File: config.mk
export PLATFORM = sky130hd
export DESIGN_NAME = inst_fetch_queue
export DESIGN_NICKNAME = d
export VERILOG_FILES = /design/src/rtl/inst_fetch_queue.sv
export SDC_FILE = /design/constraint.sdc
export NUM_CORES = 1
export LEC_CHECK = 0
export CORE_MARGIN = 5
export CORE_UTILIZATION = 45
export CTS_BUF_LIST = sky130_fd_sc_hd__clkbuf_16
export DETAILED_ROUTE_END_ITERATION = 10
export GPL_ROUTABILITY_DRIVEN = 0
export PLACE_DENSITY_LB_ADDON = 0.15
export SETUP_SLACK_MARGIN = 0.4
export SYNTH_ARGS = -nofsm -noshare
export SYNTH_HDL_FRONTEND = slang
export SYNTH_SLANG_ARGS = --single-unit
File: constraint.sdc
create_clock -name clk -period 5.3 [get_ports clk]
set_clock_uncertainty 0.2 [all_clocks]
set_input_delay 1.06 -clock clk [delete_from_list [all_inputs] [get_ports clk]]
set_output_delay 1.06 -clock clk [all_outputs]
set_load 0.05 [all_outputs]
File: src/rtl/inst_fetch_queue.sv
// Instruction fetch front end: issues in-order reads for PC addresses, pairs each
// returned word with its address and buffers the pairs for decode; flush drops all.
module inst_fetch_queue #(
  parameter int ADDR_W = 32,
  parameter int INST_W = 32,
  parameter int DEPTH  = 4
) (
  input  logic                     clk,
  input  logic                     rst,
  input  logic [ADDR_W-1:0]        fetch_addr,
  input  logic                     fetch_valid,
  output logic                     fetch_ready,
  input  logic                     flush,
  output logic                     mem_req,
  output logic [ADDR_W-1:0]        mem_addr,
  input  logic                     mem_gnt,
  input  logic                     mem_rvalid,
  input  logic [INST_W-1:0]        mem_rdata,
  output logic                     inst_valid,
  input  logic                     inst_ready,
  output logic [INST_W-1:0]        inst_data,
  output logic [ADDR_W-1:0]        inst_addr,
  output logic [$clog2(DEPTH):0]   occupancy
);

  localparam int PW = $clog2(DEPTH);
  localparam int CW = PW + 1;
  localparam logic [CW:0] CREDITS = (CW+1)'(DEPTH);

  logic [ADDR_W-1:0] fifo_addr_q [DEPTH];
  logic [INST_W-1:0] fifo_data_q [DEPTH];
  logic [ADDR_W-1:0] pend_addr_q [DEPTH];

  logic [PW-1:0] rd_ptr_q, rd_ptr_d, wr_ptr_q, wr_ptr_d;
  logic [PW-1:0] prd_ptr_q, prd_ptr_d, pwr_ptr_q, pwr_ptr_d;
  logic [CW-1:0] occ_q, occ_d, out_q, out_d, disc_q, disc_d;
  logic          grant, rsp, drop, push, pop;

  // Credit rule: FIFO entries plus requests in flight never exceed DEPTH, so
  // neither queue can overflow however long decode stalls.
  assign mem_req     = rst & fetch_valid & ~flush
                     & (({1'b0, occ_q} + {1'b0, out_q}) < CREDITS);
  assign grant       = mem_req & mem_gnt;
  assign fetch_ready = grant;
  assign mem_addr    = fetch_addr;

  // A response with nothing outstanding is a protocol violation and is ignored.
  assign rsp  = mem_rvalid & (out_q != '0);
  assign drop = disc_q != '0;
  assign push = rsp & ~drop & ~flush;
  assign pop  = inst_valid & inst_ready & ~flush;

  assign inst_valid = occ_q != '0;
  assign inst_addr  = fifo_addr_q[rd_ptr_q];
  assign inst_data  = fifo_data_q[rd_ptr_q];
  assign occupancy  = occ_q;

  always_comb begin
    // NOTE: every _d is assigned on every path, so no latch can be inferred.
    pwr_ptr_d = pwr_ptr_q + PW'(grant);
    prd_ptr_d = prd_ptr_q + PW'(rsp);
    out_d     = out_q + CW'(grant) - CW'(rsp);
    wr_ptr_d  = wr_ptr_q + PW'(push);
    if (flush) begin
      occ_d    = '0;
      rd_ptr_d = wr_ptr_q;
      disc_d   = out_q - CW'(rsp);
    end else begin
      occ_d    = occ_q + CW'(push) - CW'(pop);
      rd_ptr_d = rd_ptr_q + PW'(pop);
      disc_d   = disc_q - CW'(rsp & drop);
    end
  end

  // NOTE: state updates use non-blocking assignments so every register samples
  // pre-edge values regardless of block evaluation order.
  always_ff @(posedge clk or negedge rst) begin
    if (!rst) begin
      rd_ptr_q  <= '0;
      wr_ptr_q  <= '0;
      prd_ptr_q <= '0;
      pwr_ptr_q <= '0;
      occ_q     <= '0;
      out_q     <= '0;
      disc_q    <= '0;
    end else begin
      rd_ptr_q  <= rd_ptr_d;
      wr_ptr_q  <= wr_ptr_d;
      prd_ptr_q <= prd_ptr_d;
      pwr_ptr_q <= pwr_ptr_d;
      occ_q     <= occ_d;
      out_q     <= out_d;
      disc_q    <= disc_d;
    end
  end

  // NOTE: the FIFO storage is reset because it drives inst_addr/inst_data
  // directly; the pending queue is not, as an entry is only read after a write.
  always_ff @(posedge clk or negedge rst) begin
    if (!rst) begin
      for (int i = 0; i < DEPTH; i++) begin
        fifo_addr_q[i] <= '0;
        fifo_data_q[i] <= '0;
      end
    end else if (push) begin
      fifo_addr_q[wr_ptr_q] <= pend_addr_q[prd_ptr_q];
      fifo_data_q[wr_ptr_q] <= mem_rdata;
    end
  end

  always_ff @(posedge clk) begin
    if (grant) pend_addr_q[pwr_ptr_q] <= fetch_addr;
  end

endmodule

==> summary.txt <==
========================================================================================================
Max cap viols .............................................................................            0
TritonCTS clock tree ......................................................................        built
Final TNS setup ...........................................................................         0 ns
Top cell by count, worst path ............................................................. sky130_fd_sc_hd__clkdlybuf4s50_1
Launch point of the worst path ............................................................        flush
Initial core utilization ..................................................................        0.452
Via count of the first global-routing pass ................................................         9396
I/O Pins ..................................................................................          173
Max stage delay cell, worst path .......................................................... sky130_fd_sc_hd__clkdlybuf4s50_1
Die height ................................................................................       204 µm
Synthesized instance count ................................................................          907
Library cell occupying the most area in the post-synthesis netlist ........................ sky130_fd_sc_hd__dfrtp_1
Netlist Area Pre-Place ....................................................................   0.0169 mm²
Actual transition at the worst max-transition pin .........................................      1.03 ns
Post-CTS clock slew at the launch and capture registers of the worst setup and hold paths .      0.06 ns
Total detailed-routing wirelength .........................................................     33700 µm
Unrepaired setup endpoints after global routing ...........................................        false
Mean instance size in the synthesized netlist .............................................     18.6 µm²
Cell depth of the worst setup path ........................................................            5
Final Net Count ...........................................................................         1151
Fraction of layout cells with a size suffix above 1 .......................................        0.409
VDD IR-drop max ...........................................................................   0.000403 V
Post-synth cell types .....................................................................           35
Detailed Routing Iterations Pass 1 ........................................................            4
Count of cells along the worst register-to-register path ..................................            9
Post-detailed-route count of antenna-violating nets .......................................            0
Overflow left after global routing ........................................................            0
RR Startpoint .............................................................................     out_q[2]
Post-CTS setup buffer count ...............................................................            0
Total power per unit cell area ............................................................   601 mW/mm²
Floorplan core area .......................................................................   0.0373 mm²
Number of setup violations in the final report ............................................            0
Wire length of the first global-routing pass ..............................................     54200 µm
Arrival time of the worst setup path ......................................................      3.22 ns
Xor/xnor share of the synthesized area ....................................................      0.00571
Number of design-rule violations left by the first detailed-router iteration ..............          330
Root Buffer Master ........................................................................ sky130_fd_sc_hd__clkbuf_16
Synthesized Nets ..........................................................................          992
Register area share after synthesis .......................................................        0.633
Critical path buffers and inverters .......................................................            3
Delay of the slowest critical-path stage ..................................................      0.83 ns
EDFF count, synth .........................................................................          128
Insertion delay of the later-clocked pin in the worst-skew pair ...........................      0.55 ns
Flip-flop cell with the highest count after synthesis ..................................... sky130_fd_sc_hd__dfrtp_1
FP Rows ...................................................................................           71
DPL Wire Length ...........................................................................     20300 µm
Critical path's top delay family .......................................................... buffers and inverters
Proportion of netlist area held by the largest area contributor ...........................        0.405
Num Clock Sinks ...........................................................................          401
Minimum clock period ......................................................................      4.48 ns
Largest family of logic cells by synthesized area ......................................... multiplexers
Number of hold-repair buffers added at the cts stage ......................................            0
Max-slew violation count ..................................................................            0
Antenna Diode Count .......................................................................            0
Type of the most critical hold path .......................................................     in2async
Maximum number of pins on one net before global-route repair ..............................           80
Post-synthesis to final-layout area growth ................................................        20.2%
Setup CP Type .............................................................................       in2out
Element type at the critical path end ..................................................... primary output
Total die area ............................................................................   0.0415 mm²
Chip width ................................................................................       204 µm
Via density per instance ..................................................................         5.38
Synth async-reset ratio ...................................................................        0.681
Fill cells ................................................................................         3027
CTS buffer count ..........................................................................           43
Number of antenna violations at the first check in global routing .........................            0
DRC .......................................................................................            0
Number of synthesized register bits .......................................................          401
Critical-path cell list ................................................................... clkdlybuf4s50_1 > buf_4 > or4_1 > nor3_1 > clkdlybuf4s50_1
Share of the synthesized area in compound gates (AO/OA/AOI/OAI) ...........................      0.00259
Final critical-path share of the clock period .............................................        0.846
Leakage ...................................................................................   0.00855 µW
Result of the run ......................................................................... finished clean
Area share of and/or/nand/nor cells after synthesis .......................................       0.0105
Worst slew slack as a fraction of its limit ...............................................        0.311
Final Hold Viols ..........................................................................            0
Worst endpoint required time ..............................................................      4.04 ns
Startpoint kind of the worst setup timing path ............................................    input pin
Ranking of synthesized cells by area ...................................................... sky130_fd_sc_hd__dfrtp_1, sky130_fd_sc_hd__edfxtp_1, sky130_fd_sc_hd__mux2_2
Warnings, synthesis .......................................................................            0
Routed via count ..........................................................................         8473
Drt wl/cell ...............................................................................      21.4 µm
H-Tree Depth ..............................................................................            2
Number of input and output port buffers inserted ..........................................          172
Multiplexer fraction of the synthesized cell area .........................................        0.300
PostCTS Resize Cnt ........................................................................            0
Final Core Density ........................................................................        0.544
Critical path peak fanout .................................................................           15
Number of buffers on the longest clock path ...............................................            3
Adder-Cell Fraction of Synth Area .........................................................       0.0113
Achievable frequency ......................................................................      223 MHz
Total routing resource utilization after global routing ...................................        0.167
========================================================================================================
[metal layers]
metal  global-route usage  share of wire  up-vias
met5                    0              0        -
met4               0.0431          0.021        0
met3               0.0312          0.043       49
met2                0.272           0.49      153
met1                0.233           0.45     4509
li1                     -              -     3762
[Yosys cell counts, types with 2 or more instances]
| cell | n |
|---|---|
| sky130_fd_sc_hd__xor2_1 | 6 |
| sky130_fd_sc_hd__nand4b_1 | 2 |
| sky130_fd_sc_hd__nand2_1 | 5 |
| sky130_fd_sc_hd__mux2_2 | 256 |
| sky130_fd_sc_hd__mux4_2 | 96 |
| sky130_fd_sc_hd__buf_1 | 3 |
| sky130_fd_sc_hd__nor3b_2 | 2 |
| sky130_fd_sc_hd__clkbuf_1 | 11 |
| sky130_fd_sc_hd__ha_1 | 12 |
| sky130_fd_sc_hd__nor2b_1 | 2 |
| sky130_fd_sc_hd__edfxtp_1 | 128 |
| sky130_fd_sc_hd__fa_1 | 2 |
| sky130_fd_sc_hd__buf_2 | 18 |
| sky130_fd_sc_hd__xnor2_1 | 5 |
| sky130_fd_sc_hd__buf_4 | 33 |
| sky130_fd_sc_hd__inv_1 | 10 |
| sky130_fd_sc_hd__buf_6 | 18 |
| sky130_fd_sc_hd__o21ai_0 | 2 |
| sky130_fd_sc_hd__dfrtp_1 | 273 |
| sky130_fd_sc_hd__nor3_1 | 4 |
| sky130_fd_sc_hd__mux2i_1 | 2 |
| sky130_fd_sc_hd__nor2_1 | 4 |
[final timing paths]
path | slack (ns) | to
worst min register to register | 0.30 | fifo_data_q[60]
worst max-delay path | 0.82 | mem_req
max in group asynchronous | 2.42 | fifo_data_q[66]
worst min-delay path | 0.23 | fifo_data_q[126]
min in group clk | 0.30 | fifo_data_q[60]
worst max register to register | 2.16 | out_q[2]
[power by group]
group | internal, µW | switching (µW)
sequential | 4050 | 543
clock | 1780 | 1200
combinational | 2140 | 2490
total | 7960 | 4240
[layout by cell type, fill, tap and decap left out, types with 2 or more instances in the layout]
cell type                         instances
sky130_fd_sc_hd__nor3_1                   3
sky130_fd_sc_hd__clkbuf_16               43
sky130_fd_sc_hd__nor2b_1                  2
sky130_fd_sc_hd__nand4b_1                 2
sky130_fd_sc_hd__o21ai_0                  2
sky130_fd_sc_hd__mux2_2                 256
sky130_fd_sc_hd__clkdlybuf4s50_1        170
sky130_fd_sc_hd__mux2i_1                  2
sky130_fd_sc_hd__dfrtp_1                270
sky130_fd_sc_hd__inv_1                   20
sky130_fd_sc_hd__ha_1                    12
sky130_fd_sc_hd__bufinv_16                6
sky130_fd_sc_hd__fa_1                     2
sky130_fd_sc_hd__xor2_1                   6
sky130_fd_sc_hd__clkinv_2                 9
sky130_fd_sc_hd__clkinv_1                 8
sky130_fd_sc_hd__nor3b_4                  2
sky130_fd_sc_hd__buf_4                   25
sky130_fd_sc_hd__nor2_1                   3
sky130_fd_sc_hd__xnor2_1                  5
sky130_fd_sc_hd__edfxtp_1               128
sky130_fd_sc_hd__dfrtp_4                  2
sky130_fd_sc_hd__nand2_1                  5
sky130_fd_sc_hd__mux4_2                  96
[cell families after synthesis]
kind of cell | after synthesis
and+or+nand+nor | 28
adders and majority gates | 14
DFF | 401
buffers and inverters | 93
AOI/OAI and AO/OA | 6
muxes | 354
xor gates and xnor gates | 11
[per-stage QoR]
stage	cells	power, µW	hold WS (ns)	worst slack (ns)	cell area, µm²
after floorplan	907	7900	0.274	1.15	16900
after global placement	1495	9290	0.282	0.808	18900
after detailed placement	1495	9360	0.287	0.816	18900
after CTS	1574	12400	0.224	0.797	20300
after global routing	1574	12800	0.244	0.722	20300
final	1574	12200	0.228	0.816	20300
[layout make-up]
| class | count | area [µm²] | share of cell area |
|---|---|---|---|
| tap | 474 | 593 | 0.0292 |
| inverter | 10 | 37.5 | 0.00185 |
| clock inverter | 36 | 348 | 0.0172 |
| sequential | 401 | 10700 | 0.527 |
| multi-input combinational | 413 | 5620 | 0.277 |
| timing repair buffer | 197 | 1920 | 0.0949 |
| clock buffer | 43 | 1080 | 0.0531 |
[registers in the layout (all words and copies together), names as in the netlist]
register and flops:
disc_q 3, pend_addr_q 128, rd_ptr_q 2, fifo_addr_q 128, out_q 3, fifo_data_q 128
wr_ptr_q 2, pwr_ptr_q 2, occupancy 3, prd_ptr_q 2
Power figures use the tool's default switching activity.
